$ cat config.mk
export PLATFORM = sky130hd
export DESIGN_NAME = interleaved_addr_gen
export DESIGN_NICKNAME = d
export VERILOG_FILES = /design/src/rtl/interleaved_addr_gen.sv
export SDC_FILE = /design/constraint.sdc
export NUM_CORES = 1
export LEC_CHECK = 0
export BUFFER_PORTS_ARGS = -buffer_cell sky130_fd_sc_hd__buf_4
export CAP_MARGIN = 20
export CORE_MARGIN = 10
export CORE_UTILIZATION = 54
export CTS_CLUSTER_SIZE = 8
export DETAILED_ROUTE_END_ITERATION = 10
export HOLD_SLACK_MARGIN = 0.12
export PLACE_DENSITY = 0.8
export REMOVE_ABC_BUFFERS = 1
export SETUP_SLACK_MARGIN = 0.15
export SLEW_MARGIN = 25
export SYNTH_ARGS = -nofsm -noshare
export SYNTH_HDL_FRONTEND = slang
export SYNTH_SLANG_ARGS = --single-unit
$ cat constraint.sdc
create_clock -name clk -period 2.8 [get_ports clk]
set_input_delay 0.14 -clock clk [delete_from_list [all_inputs] [get_ports clk]]
set_output_delay 0.14 -clock clk [all_outputs]
set_load 0.05 [all_outputs]
$ cat src/rtl/interleaved_addr_gen.sv
// Purpose: interleaved lane address generator; walks a counter from first to last
//          (one-shot or wrapping) and expands it into LANES addresses {cnt, k}.
// Latency: first beat valid the cycle after an accepted start; one beat per accepted handshake.
// Backpressure: out_valid/out_ready; addr holds stable while out_valid is high and out_ready low.
//
// Ports:
//   clk, reset (async, active-low)
//   start, abort, cfg_first, cfg_last, cfg_wrap : run control and configuration
//   addr (LANES x ADDR_W packed, lane k at [k*ADDR_W +: ADDR_W]), out_valid, out_ready
//   busy, done (one-cycle end-of-run pulse), cfg_err (sticky until next good start)
//   beat_cnt : accepted-beat counter, present only with INTERLEAVED_ADDR_GEN_BEAT_CNT_EN defined
module interleaved_addr_gen #(
    parameter int LANES  = 2,
    parameter int ADDR_W = 14,
    localparam int LW    = (LANES > 1) ? $clog2(LANES) : 0,
    localparam int CNT_W = ADDR_W - LW
) (
    input  logic                      clk,
    input  logic                      reset,
    input  logic                      start,
    input  logic                      abort,
    input  logic [CNT_W-1:0]          cfg_first,
    input  logic [CNT_W-1:0]          cfg_last,
    input  logic                      cfg_wrap,
    output logic [LANES*ADDR_W-1:0]   addr,
    output logic                      out_valid,
    input  logic                      out_ready,
    output logic                      busy,
    output logic                      done,
    output logic                      cfg_err
`ifdef INTERLEAVED_ADDR_GEN_BEAT_CNT_EN
    ,
    output logic [CNT_W:0]            beat_cnt
`endif
);

    typedef enum logic [1:0] {
        IDLE = 2'd0,
        RUN  = 2'd1,
        DONE = 2'd2
    } state_t;

    state_t           state_q, state_d;
    logic [CNT_W-1:0] cnt_q, cnt_d;
    logic [CNT_W-1:0] first_q, first_d;
    logic [CNT_W-1:0] last_q, last_d;
    logic             wrap_q, wrap_d;
    logic             err_q, err_d;

    always_ff @(posedge clk or negedge reset) begin
        if (!reset) begin
            state_q <= IDLE;
            cnt_q   <= '0;
            first_q <= '0;
            last_q  <= '0;
            wrap_q  <= 1'b0;
            err_q   <= 1'b0;
        end else begin
            state_q <= state_d;
            cnt_q   <= cnt_d;
            first_q <= first_d;
            last_q  <= last_d;
            wrap_q  <= wrap_d;
            err_q   <= err_d;
        end
    end

    // Abort is checked before the state decode so it overrides a start or a beat
    // in the same cycle; cnt keeps its value so the last address stays visible.
    always_comb begin
        state_d = state_q;
        cnt_d   = cnt_q;
        first_d = first_q;
        last_d  = last_q;
        wrap_d  = wrap_q;
        err_d   = err_q;
        if (abort) begin
            state_d = IDLE;
        end else begin
            case (state_q)
                IDLE: begin
                    if (start) begin
                        if (cfg_first <= cfg_last) begin
                            first_d = cfg_first;
                            last_d  = cfg_last;
                            wrap_d  = cfg_wrap;
                            cnt_d   = cfg_first;
                            err_d   = 1'b0;
                            state_d = RUN;
                        end else begin
                            err_d = 1'b1;
                        end
                    end
                end
                RUN: begin
                    if (out_ready) begin
                        // Increment is never applied at last, so cnt cannot overflow.
                        if (cnt_q == last_q) begin
                            if (wrap_q) begin
                                cnt_d = first_q;
                            end else begin
                                state_d = DONE;
                            end
                        end else begin
                            cnt_d = cnt_q + 1'b1;
                        end
                    end
                end
                DONE: begin
                    state_d = IDLE;
                end
                default: begin
                    state_d = IDLE;
                end
            endcase
        end
    end

    assign busy      = (state_q == RUN);
    assign out_valid = (state_q == RUN);
    assign done      = (state_q == DONE);
    assign cfg_err   = err_q;

    // Lane k carries the counter with the lane index in the low LW bits.
    for (genvar k = 0; k < LANES; k++) begin : g_lane
        if (LW == 0) begin : g_single
            assign addr[k*ADDR_W +: ADDR_W] = cnt_q;
        end else begin : g_multi
            assign addr[k*ADDR_W +: ADDR_W] = {cnt_q, LW'(k)};
        end
    end

`ifdef INTERLEAVED_ADDR_GEN_BEAT_CNT_EN
    logic          start_acc;
    logic          beat_acc;
    logic [CNT_W:0] beat_q;

    assign start_acc = !abort && (state_q == IDLE) && start && (cfg_first <= cfg_last);
    assign beat_acc  = !abort && (state_q == RUN) && out_ready;

    always_ff @(posedge clk or negedge reset) begin
        if (!reset) begin
            beat_q <= '0;
        end else if (start_acc) begin
            beat_q <= '0;
        end else if (beat_acc && (beat_q != '1)) begin
            beat_q <= beat_q + 1'b1;
        end
    end

    assign beat_cnt = beat_q;
`endif

endmodule

=== Word-level counts from Yosys, hierarchy flattened ===
Cells that the tools add are included.

* Multiplexer cells: 14
* Bitwise logic cells: 1
* Shift-type cells: 0
* Reduce and logical (&&, ||, !) cells: 6
* Magnitude comparators: 1
* Equality and inequality tests: 12
* $mul: 0
* Divide/modulo/power cells: 0
* Add/sub/neg operators: 1

{| class="wikitable"
|+ Operator list
! operator !! number
|-
| 13-bit two-way mux || 5
|-
| 13-bit one-hot mux with 2 select lines || 1
|-
| 3-bit inequality test, second input constant || 5
|-
| 13-bit by 1-bit adder with 13-bit output, second input constant || 1
|-
| 13-bit == test || 1
|-
| 13-bit less-or-equal comparator || 1
|-
| 2-bit two-way mux || 6
|-
| 2-bit inequality test, second input constant || 3
|-
| 6-bit AND reduction || 1
|-
| 5-bit AND reduction || 1
|-
| 2-bit one-hot mux with 2 select lines || 1
|-
| 4-bit AND reduction || 1
|-
| 3-bit by 2-bit inequality test with 1-bit output, second input constant || 1
|-
| 3-bit AND reduction || 1
|-
| 2-bit by 1-bit == test with 1-bit output, second input constant || 1
|-
| 2-bit == test, second input constant || 1
|-
| 2-bit logical NOT || 1
|-
| 2-bit nonzero test || 1
|-
| 1-bit two-way mux || 1
|-
| 1-bit NOT || 1
|}

* Output and inout bits: 32
* Word-level logic and storage cells: 41
* Register bits after elaboration: 43
* ROM bits: 0
* Bits of input ports: 32
* Memories: 0
* Bits in latches: 0
* RAM bits: 0

=== Longest topological paths before layout ===
Gate-level depths: netlist of run 1.

* Depth after elaboration: 5
* Mapped depth: 10
* Mapped depth without buffers: 8

=== Least setup slack after synthesis of run 1 ===
Ideal clock, no wire load.

* Kind: register -> register
* From: register cnt_q[6]
* To: register cnt_q[10]
* Cell stages (with the launch flop): 9
* Buffers on the path: 2
* Data arrival time: 2.256 ns
* Library setup time: 0.125 ns
* Required time: 2.675 ns
* Period minus slack after synthesis: 2.380 ns
* Slack: 0.420 ns
* Cells stage by stage: dfrtp_1 -> clkbuf_2 -> xor2_1 -> nor4_2 -> nand4_2 -> o211ai_2 -> a221oi_2 -> buf_6 -> mux2_2

* Cells in the longest elaborated chain, start to end: 4
* Elaborated cells on any way between the ends: 7
* Classes of those cells: 1 x add/sub; 2 x eq/ne; 3 x mux; 1 x reduce/logical

{| class="wikitable"
|+ Ends and longest elaborated chain
! item !! RTL line !! source
|-
| start: declaration || 44 || <nowiki>logic [CNT_W-1:0] cnt_q, cnt_d;</nowiki>
|-
| start signal: assignment || 60 || <nowiki>cnt_q <= cnt_d;</nowiki>
|-
| 13-bit by 1-bit adder with 13-bit output or 13-bit == test (tied branches) || 105, 98 ||
|-
| 13-bit two-way mux || 98 || <nowiki>if (cnt_q == last_q) begin</nowiki>
|-
| 13-bit two-way mux || 96 || <nowiki>if (out_ready) begin</nowiki>
|-
| 13-bit one-hot mux with 2 select lines || 80 || <nowiki>case (state_q)</nowiki>
|}

Parallel ways exist; a longest one is shown, timed or not. The select of a mux whose other input is x is not followed.
A chain may end at the register's enable or synchronous reset.

=== Final worst setup path of run 1 ===
* From: input port cfg_first[2]
* To: register cnt_q[5]

* Cells in the longest elaborated chain, start to end: 3

{| class="wikitable"
|+ Ends and longest elaborated chain
! item !! RTL line !! source
|-
| start: declaration || 22 || <nowiki>input logic [CNT_W-1:0] cfg_first,</nowiki>
|-
| 13-bit less-or-equal comparator || 83 || <nowiki>if (cfg_first <= cfg_last) begin</nowiki>
|-
| 2-bit inequality test (no source line) || - ||
|-
| 6-bit AND reduction (no source line) || - ||
|}

No other way between the ends.

==> flow_summary.toml, run 1 <==
[run_status]
status = "completed"

[clock_tree]
clkTransAtPathRegs_ns = 0.08
clk_latency_ns = 0.29
cts_buffers = 5
cts.htree.levels = 2
clock-root-buffer = "clkbuf_8"
clock-sinks = 43
cts_tree = "done"
cts_buffer_depth = 2

[routing]
viasPerCell = 5.178
drtIter0Drc = 75
dr_total_vias = 2123
totalWireLength_um = 6782
wl_per_cell_um = 16.54
drtAntennaViolNets = 0
drt_first_pass_iters = 4
drc_errors = 0

[pwr]
p_leak_nw = 1.807
p_per_area_nw_per_um2 = 941.3
power_mw = 3.386
switching_share_pct = 48.24
p_sw_mw = 1.633
p_clk_share_pct = 13.7
comb_power_share_pct = 53.0
seqPwrFrac_pct = 33.3
intPower_mw = 1.753
ir_worst_vdd_mv = 0.6609

[grt]
grt_use_met3_pct = 4.362
grt_max_degree = 44
grt_pass1_vias = 2329
busiest_layer = "met2"
grt_usage_pct = 16.38
grt_pass1_wl_um = 11430
use_met2_pct = 27.51
met1_usage_pct = 20.21
overflow = 0
antenna_found_initial = 0

[synth]
synthArstFlopShare_pct = 100.0
yosysSeqAreaShare_pct = 39.40
ys_ff_latch = 43
netlist_instances = 263
synth_area_um2 = 2731
yosysWarnings = 0
syn_area_per_cell_um2 = 10.39
synth.distinct_cells = 33
synth_flop_cell = "dfrtp_1"
synth-edff-count = 0

[worst_setup_path]
critPathKind = "in -> reg"
start_kind = "primary input"
worstPathArrival_ns = 2.68
endpoint_kind = "flip-flop"
path_max_fanout = 8
required_ns = 2.98

[final_layout]
diodes = 0
nets = 389
drive_above_1_share_pct = 30.03
area_growth_pct = 31.70
stdcell_area_um2 = 3597

[place]
hpwl_um = 4855
place.port_buffers = 61
gp_congestion = 0.8176
dpl_cell_area_um2 = 3148

[sta]
max_freq_ghz = 0.3994
tightest_slew_ns = 1.002
slew_viol_final = 0
finalSetupViolCount = 0
finClkSkew_ns = 0.007776
hold_viol = 0
fin_crit_ns = 2.504
relSlewSlack_pct = 33.23
rsz0062_at_grt = "no"
fin_crit_sh_pct = 89.43

[floorplan]
die_w_um = 91.12
die_y_um = 91.12
ios = 64
initial_core_util_pct = 56.70
core-area_um2 = 4817
die_area_um2 = 8303
rows = 25

[run]
maxCapViolCount = 0

[min_path]
hp-class = "in -> reg"
[worst max-delay path, cell delays in order]
cell	delay [ns]
dlygate4sd3_1	0.53
buf_4	0.14
ha_1	0.31
a21oi_1	0.19
o221ai_1	0.15
a221oi_2	0.22
a21oi_1	0.10
a221oi_2	0.30
buf_4	0.24
mux2_2	0.35
[registers in the layout, summed over array words and instances, names as in the netlist]
register	flops
wrap_q	1
last_q	13
cfg_err	1
first_q	13
cnt_q	13
state_q	2
[per-stage QoR]
stage | utilization, % | TNS, ns | hold WS (ns) | std cells | setup WS, ns
2_1_floorplan | - | -2.649 | -0.1556 | 238 | -0.2124
3_3_place_gp | 65.35 | 0 | 0.1692 | 372 | 0.5113
3_5_place_dp | 65.35 | 0 | 0.1708 | 372 | 0.4658
4_1_cts | 73.92 | 0 | 0.3173 | 410 | 0.2168
5_1_grt | 74.68 | 0 | 0.3209 | 410 | 0.08479
6_report | 74.68 | 0 | 0.3219 | 410 | 0.2959
[routing by layer]
layer,wire (um),vias to the layer above,share of wire [%]
met5,0,-,0
met4,102,0,1.5
met3,359,8,5.3
met2,3306,64,49
met1,3014,1010,44
li1,-,1041,-
[cell families (layout without fill, tap and decap cells)]
family | Yosys count | in the layout | synth area share [%]
AOI/OAI and AO/OA | 28 | 28 | 6.276
xor gates and xnor gates | 24 | 24 | 7.696
adders and majority gates | 14 | 14 | 6.413
buffers and inverters | 43 | 123 | 8.703
DFF | 43 | 43 | 39.40
muxes | 53 | 53 | 21.26
other | 2 | 2 | 0.2750
and+or+nand+nor | 56 | 56 | 9.986
[synth_stat cells, drive strengths merged, types with 4 or more instances]
cell / n / share of area [%]
mux2i: 13 / 4.8
a21oi: 7 / 1.3
nor2: 7 / 0.96
xor2: 21 / 6.7
mux2: 40 / 16
nor4: 5 / 1.6
dfrtp: 43 / 39
ha: 14 / 6.4
nor3: 6 / 1.1
clkbuf: 4 / 0.60
inv: 18 / 2.5
nand2: 26 / 3.6
nand3: 5 / 0.92
o21ai: 15 / 2.7
buf: 21 / 5.6
[cell usage in the layout (no fill, tap or decap), types with 5 or more instances in the layout]
master         instances
nand3_1                5
buf_4                 66
ha_1                  13
nor2_1                 7
nor3_1                 6
mux2_2                19
o21ai_0               14
nand2_1               26
inv_1                 18
mux2_1                21
dfrtp_1               43
xor2_1                21
a21oi_1                6
clkbuf_8               5
dlygate4sd3_1         31
mux2i_1               13
[layout make-up]
class                   instances  area, um2
clock buffers                   6      72.57
well taps                      67      83.83
flip-flops and latches         43       1076
multi-input cells             177       1450
repair buffers                 98      817.0
inverters                      18      67.56
fillers                       365       1220
clock inverters                 1      30.03
[final timing paths]
check / start / end / slack, ns / depth (start not counted)
worst max-delay path: cfg_first[2] / cnt_q[5]$_DFFE_PN0P_ / 0.30 / 10
worst min-delay path: start / cfg_err$_DFFE_PN0P_ / 0.32 / 4
worst max register to register: cnt_q[2]$_DFFE_PN0P_ / state_q[1]$_DFFE_PN0P_ / 0.39 / 7
worst min register to register: first_q[5]$_DFFE_PN0P_ / first_q[5]$_DFFE_PN0P_ / 0.50 / 1
max in group asynchronous: reset / cnt_q[10]$_DFFE_PN0P_ / 2.05 / 2
min in group asynchronous: reset / last_q[11]$_DFFE_PN0P_ / 0.37 / 2
[power groups by stage]
stage	Clock (mW)	Sequential, mW	Combinational [mW]
global placement	0	1.12	1.73
CTS	0.475	1.12	1.80
floorplan	0	1.72	0.584
finish	0.464	1.13	1.79
detailed placement	0	1.14	1.75
global route	0.497	1.17	1.91
[what timing repair did]
action | CTS | global route
hold buffers | 31 | 0
hold endpoints to repair | 72 | 0
endpoints found under the setup margin | 0 | 33
gates resized for setup | 0 | 7
setup buffers | 0 | 0
(Power assumes the default switching activity.)
==> run 2, diff against run 1 <==
--- a/config.mk
+++ b/config.mk
@@ -5,10 +5,11 @@
 export SDC_FILE = /design/constraint.sdc
 export NUM_CORES = 1
 export LEC_CHECK = 0
+export ABC_AREA = 1
 export BUFFER_PORTS_ARGS = -buffer_cell sky130_fd_sc_hd__buf_4
 export CAP_MARGIN = 20
 export CORE_MARGIN = 10
-export CORE_UTILIZATION = 54
+export CORE_UTILIZATION = 55
 export CTS_CLUSTER_SIZE = 8
 export DETAILED_ROUTE_END_ITERATION = 10
 export HOLD_SLACK_MARGIN = 0.12
==> run 2 against run 1 <==
Sequential share of layout area fell by 2.3 points. Die area rose by 13%. Largest cell class unchanged. Via count rose by 45%. Utilization fell by 5.2 points. Global-route usage rose by 1.2 points. Flip-flop and latch count did not move. Clock power rose by 9.3%. Final cell count rose by 50%. Count of clock-buffer cells in the layout did not move. First-iteration DRC count rose by 130%. Synthesized cell count rose by 83%. Final area rose by 8.3%.
==> flow_summary.toml, run 2 <==
[sta]
fin_crit_sh_pct = 79.55
setup-tns-final_ns = 0
fin_crit_ns = 2.227
rsz0062_at_grt = "no"
hold_slack_ns = 0.1182
worst_slack_ns = 0.5725
finalSetupViolCount = 0
relSlewSlack_pct = 61.22
hold_viol = 0
slew_viol_final = 0
finClkSkew_ns = 0.008345
tightest_slew_ns = 0.5811
max_freq_ghz = 0.4489

[final_layout]
multi_input_area_um2 = 1660
mostFrequentLayoutCells = "nand2_1 (193), buf_4 (63), inv_1 (61)"
nets = 589
drive_above_1_share_pct = 19.85
area_growth_pct = 19.95
regArea_um2 = 1076
final_common_cell = "nand2_1"
utilization_pct = 69.48
stdcell_area_um2 = 3896
fin_cells = 617
reg_top3 = "cnt_q (13), first_q (13), last_q (13)"
nFillCells = 496

[place]
place_inst = 587
gp_congestion = 0.9266
dpl_cell_area_um2 = 3566
preCtsSetupSlack_ns = 0.7213
hpwl_um = 6323
place.port_buffers = 61

[synth]
yosysWarnings = 0
muxShareOfSynthArea_pct = 0
synth_flop_cell = "dfrtp_1"
yosys-top-cells-area = "dfrtp_1 (33%), nand2_1 (22%), inv_1 (7.0%)"
netlist_instances = 482
synth.largest_area_cell = "dfrtp_1"
synthArstFlopShare_pct = 100.0
synthXorXnorAreaFrac_pct = 1.888
synth.most_common_cell = "nand2_1"
synth-simple-area-share_pct = 38.98
synth_common_cells = "nand2_1 (193), inv_1 (61), dfrtp_1 (43), nand3_1 (36), o21ai_1 (26)"
yosys.area_share.adder_pct = 5.393
ys_ff_latch = 43
syn_area_per_cell_um2 = 6.739
yosysSeqAreaShare_pct = 33.13
synth.distinct_cells = 28
yosys.area.top_type_share_pct = 33.13
synth_area_um2 = 3248
synth-edff-count = 0
synth_top_family_by_area = "simple AND/OR/NAND/NOR gates"
synth-compound-area-share_pct = 4.622

[worst_setup_path]
start_kind = "primary input"
crit_family = "simple AND/OR/NAND/NOR gates"
path_cells = "dlygate4sd3_1 > buf_4 > ha_1 > nand2_1 > nor2_2 > inv_2 > nor2_2 > nand3_2 > nand3_2 > inv_1 > nor2_2 > nand2_1 > nand2_1"
critPathKind = "in -> reg"
worstPathArrival_ns = 2.47
path_max_fanout = 13
required_ns = 3.04
crit_buf_inv = 4
cp_slowest_cell = "dlygate4sd3_1"
slowest_delay_ns = 0.53
endpoint_kind = "flip-flop"

[floorplan]
ios = 64
die_y_um = 96.85
initial_core_util_pct = 57.92
core-area_um2 = 5608
die_w_um = 96.85
die_area_um2 = 9380
rows = 27

[run_status]
status = "completed"

[routing]
drc_errors = 0
viasPerCell = 4.977
wl_per_cell_um = 13.78
totalWireLength_um = 8504
drtIter0Drc = 171
dr_total_vias = 3071
drt_first_pass_iters = 4
drtAntennaViolNets = 0

[pwr]
p_sw_mw = 1.582
seqPwrFrac_pct = 32.0
intPower_mw = 1.623
p_leak_nw = 2.194
comb_power_share_pct = 52.2
p_per_area_nw_per_um2 = 822.5
ir_worst_vdd_mv = 0.4562
power_mw = 3.205
switching_share_pct = 49.35
p_clk_share_pct = 15.8

[grt]
grt_usage_pct = 17.61
overflow = 0
grt_pass1_vias = 2993
grt_pass1_wl_um = 14090
antenna_found_initial = 1
grt_max_degree = 44

[clock_tree]
cts_tree = "done"
clock-root-buffer = "clkbuf_8"
cts_buffers = 5
clock-sinks = 43
clkTransAtPathRegs_ns = 0.08
cts_resized = 0
clk_latency_ns = 0.30
cts_buffer_depth = 2
cts.htree.levels = 2

[run]
maxCapViolCount = 0

[min_path]
hp-class = "in -> reg"
-- run 2: routing by layer --
metal | part of all wire, % | up-vias | track usage, % | wire length (um)
met4 | 2.0 | 0 | 5.975 | 172
li1 | - | 1570 | - | -
met1 | 41 | 1384 | 20.86 | 3466
met3 | 6.0 | 17 | 3.336 | 512
met5 | 0 | - | 0 | 0
met2 | 51 | 100 | 30.88 | 4353
-- run 2: final timing paths --
check	from	endpoint	slack [ns]	depth (start not counted)
worst max-delay path	cfg_first[12]	cnt_q[4]$_DFFE_PN0P_	0.57	13
min in group asynchronous	reset	first_q[6]$_DFFE_PN0P_	0.36	2
max in group asynchronous	reset	first_q[5]$_DFFE_PN0P_	2.05	2
worst min-delay path	cfg_last[2]	last_q[2]$_DFFE_PN0P_	0.12	3
worst min register to register	last_q[12]$_DFFE_PN0P_	last_q[12]$_DFFE_PN0P_	0.53	2
worst max register to register	state_q[0]$_DFFE_PN0P_	cnt_q[4]$_DFFE_PN0P_	0.67	10
-- run 2: worst min-delay path: cells and delay by family --
kind / cells / cell delay [ns]
AO/OA/AOI/OAI: 1 / 0.12
buffers and inverters: 2 / 0.13
-- run 2: cells by family (layout without fill, tap and decap cells) --
family | count (synthesis) | after routing
AOI/OAI and AO/OA | 30 | 30
other | 2 | 3
DFF | 43 | 43
and+or+nand+nor | 285 | 285
buffers and inverters | 101 | 163
adders and majority gates | 14 | 14
xor gates and xnor gates | 7 | 7
-- run 2: power groups by stage --
| stage | combinational [mW] | clock, mW | sequential [mW] |
|---|---|---|---|
| after floorplan | 0.747 | 0 | 1.44 |
| after global placement | 1.62 | 0 | 1.02 |
| after global routing | 1.82 | 0.539 | 1.06 |
| after CTS | 1.68 | 0.510 | 1.02 |
| final | 1.67 | 0.507 | 1.03 |
| after detailed placement | 1.65 | 0 | 1.03 |
-- run 2: final cells by class --
class / instances / share of cell area [%]
antenna: 1 / 0.06423
clock buffer: 6 / 2.119
clock inverter: 2 / 0.8992
inverter: 71 / 6.840
multi-input combinational: 338 / 42.61
sequential: 43 / 27.62
tap: 72 / 2.312
timing repair buffer: 84 / 17.53
-- run 2: what timing repair did --
| item | CTS | global route |
|---|---|---|
| endpoints found under the setup margin | 0 | 0 |
| setup buffers | 0 | 0 |
| hold buffers | 21 | 0 |
| hold endpoints to repair | 63 | 0 |
==> run 3, diff against run 2 <==
==> constraint.sdc (replaced) <==
create_clock -name clk -period 2.3 [get_ports clk]
set_input_delay 0.115 -clock clk [delete_from_list [all_inputs] [get_ports clk]]
set_output_delay 0.115 -clock clk [all_outputs]
set_load 0.05 [all_outputs]
==> run 3 against run 2 <==
Via count rose by 3.6%. Critical path depth up 2. Sequential power grew 22%. Power is 19% higher. Largest power group unchanged. Combinational power up 25%. Global-route usage increased by 0.87 points. Highest routed layer unchanged. Clock skew hardly changed. Routed wire length rose by 5.2%. Final cell count increased by 1.9%. Utilization rose by 2.4 points. Count of clock-buffer cells in the layout is 1 higher. Largest cell class unchanged. Critical path type unchanged.
==> flow_summary.toml, run 3 (same netlist as run 2, synthesis figures left out) <==
[run_status]
status = "completed"

[worst_setup_path]
crit_buf_inv = 5
worst_path_most_repeated_cell = "nand2_1"
worstPathArrival_ns = 2.22
slowest_delay_ns = 0.55
path_max_fanout = 28
endpoint_kind = "flip-flop"
start_kind = "primary input"
path_cells = "dlygate4sd3_1 > buf_4 > inv_1 > ha_1 > nand2_1 > inv_1 > nand3_1 > nor2_4 > nand2_1 > nand2_1 > nand2_1 > nand2_2 > buf_12 > nand2_1 > o21ai_1"
required_ns = 2.53
cp_slowest_cell = "dlygate4sd3_1"
r2r_setup_slack_ns = 0.39
crit_family = "buffers and inverters"
reg2regPathDepth = 10
reg2reg_to = "cnt_q[8]$_DFFE_PN0P_"
r2r_start = "cnt_q[0]$_DFFE_PN0P_"
critPathKind = "in -> reg"

[place]
place.port_buffers = 61
place_inst = 590
gp_congestion = 0.9313
hpwl_um = 6320

[routing]
wl_per_cell_um = 14.23
drc_errors = 0
viasPerCell = 5.059
drt_first_pass_iters = 5
totalWireLength_um = 8950
drtAntennaViolNets = 0
drtIter0Drc = 194
dr_total_vias = 3182

[pwr]
seqPwrFrac_pct = 33.0
p_leak_nw = 2.239
p_sw_mw = 1.943
power_mw = 3.812
comb_power_share_pct = 54.7
switching_share_pct = 50.96
p_per_area_nw_per_um2 = 946.0
ir_worst_vdd_mv = 0.6256
intPower_mw = 1.870
p_clk_share_pct = 12.3

[final_layout]
drive_above_1_share_pct = 20.29
nFillCells = 472
nets = 602
fin_cells = 629
mostFrequentLayoutCells = "nand2_1 (192), buf_4 (66), inv_1 (61)"
reg_top3 = "cnt_q (13), first_q (13), last_q (13)"
final_common_cell = "nand2_1"
area_growth_pct = 24.08
diodes = 0

[clock_tree]
cts_tree = "done"
clock-root-buffer = "clkbuf_8"
cts_buffer_depth = 2
clkTransAtPathRegs_ns = 0.08
cts_buffers = 5
clock-sinks = 43
clk_latency_ns = 0.30
cts.htree.levels = 2

[floorplan]
ios = 64
die_w_um = 96.85
initial_core_util_pct = 57.92
core-area_um2 = 5608
die_area_um2 = 9380
rows = 27
die_y_um = 96.85

[sta]
relSlewSlack_pct = 62.65
hold_slack_ns = 0.1407
setup-tns-final_ns = 0
finalSetupViolCount = 0
finClkSkew_ns = 0.007892
hold_viol = 0
fin_crit_sh_pct = 86.86
max_freq_ghz = 0.5006
fin_crit_ns = 1.998
slew_viol_final = 0
rsz0062_at_grt = "yes"
tightest_slew_ns = 0.5602

[grt]
overflow = 0
grt_max_degree = 44
grt_pass1_wl_um = 14820
grt_pass1_vias = 3043
grt_usage_pct = 18.49
antenna_found_initial = 0

[min_path]
hold-path-endpoint = "cnt_q[12]$_DFFE_PN0P_"
hold_path_depth = 5
min_from = "cfg_first[12]"
hp-class = "in -> reg"

[run]
maxCapViolCount = 0
run 3: worst max-delay path by stage:
| stage | from | end | cells after the start |
|---|---|---|---|
| final | cfg_last[8] | last_q[8]$_DFFE_PN0P_ | 15 |
| after global routing | cfg_last[11] | cnt_q[4]$_DFFE_PN0P_ | 15 |
| after CTS | cfg_first[11] | first_q[4]$_DFFE_PN0P_ | 13 |
| after detailed placement | cnt_q[0]$_DFFE_PN0P_ | cnt_q[8]$_DFFE_PN0P_ | 10 |
| after global placement | cnt_q[0]$_DFFE_PN0P_ | cnt_q[8]$_DFFE_PN0P_ | 10 |
| after floorplan | state_q[1]$_DFFE_PN0P_ | cnt_q[2]$_DFFE_PN0P_ | 7 |
run 3: layout make-up:
type                    instances  area, um2  area share, %
clock buffers                   7      76.32          1.894
clock inverters                 1      5.005         0.1242
inverters                      71      271.5          6.737
multi-input cells             338       1695          42.07
flip-flops and latches         43       1076          26.70
well taps                      72      90.09          2.235
repair buffers                 97      815.8          20.24
run 3: worst reg2reg max path, delay by kind of cell, from the launching register on:
family / cells / cell delay, ns
adder cells (fa/ha/maj): 1 / 0.32
AND/OR/NAND/NOR: 8 / 0.82
flip-flops: 1 / 0.54
XOR/XNOR: 1 / 0.14
run 3: per-stage QoR:
step	util, %	setup slack (ns)	cell area [um2]
2_1_floorplan	-	-0.1546	3003
3_3_place_gp	63.99	0.3603	3588
3_5_place_dp	63.99	0.3125	3588
4_1_cts	70.79	0.1615	3970
5_1_grt	71.87	0.1362	4030
6_report	71.87	0.3022	4030
run 3: metal layers:
metal  GRT usage, %  vias to the layer above  part of all wire, %
li1               -                     1600                    -
met1          22.19                     1438                   41
met2          31.54                      124                   50
met3          4.045                       20                  6.6
met4          6.539                        0                  2.7
met5              0                        -                    0
run 3: what timing repair did:
item | 4_1_cts | 5_1_grt
hold buffers | 30 | 0
hold endpoints to repair | 72 | 0
endpoints found under the setup margin | 0 | 42
setup buffers | 0 | 1
gates resized for setup | 0 | 12
run 3: power groups by stage:
stage,combinational (mW),clock [mW],sequential (mW)
after floorplan,0.909,0,1.75
after global placement,1.98,0,1.25
after detailed placement,2.02,0,1.26
after CTS,2.07,0.486,1.25
after global routing,2.28,0.498,1.28
final,2.09,0.471,1.26
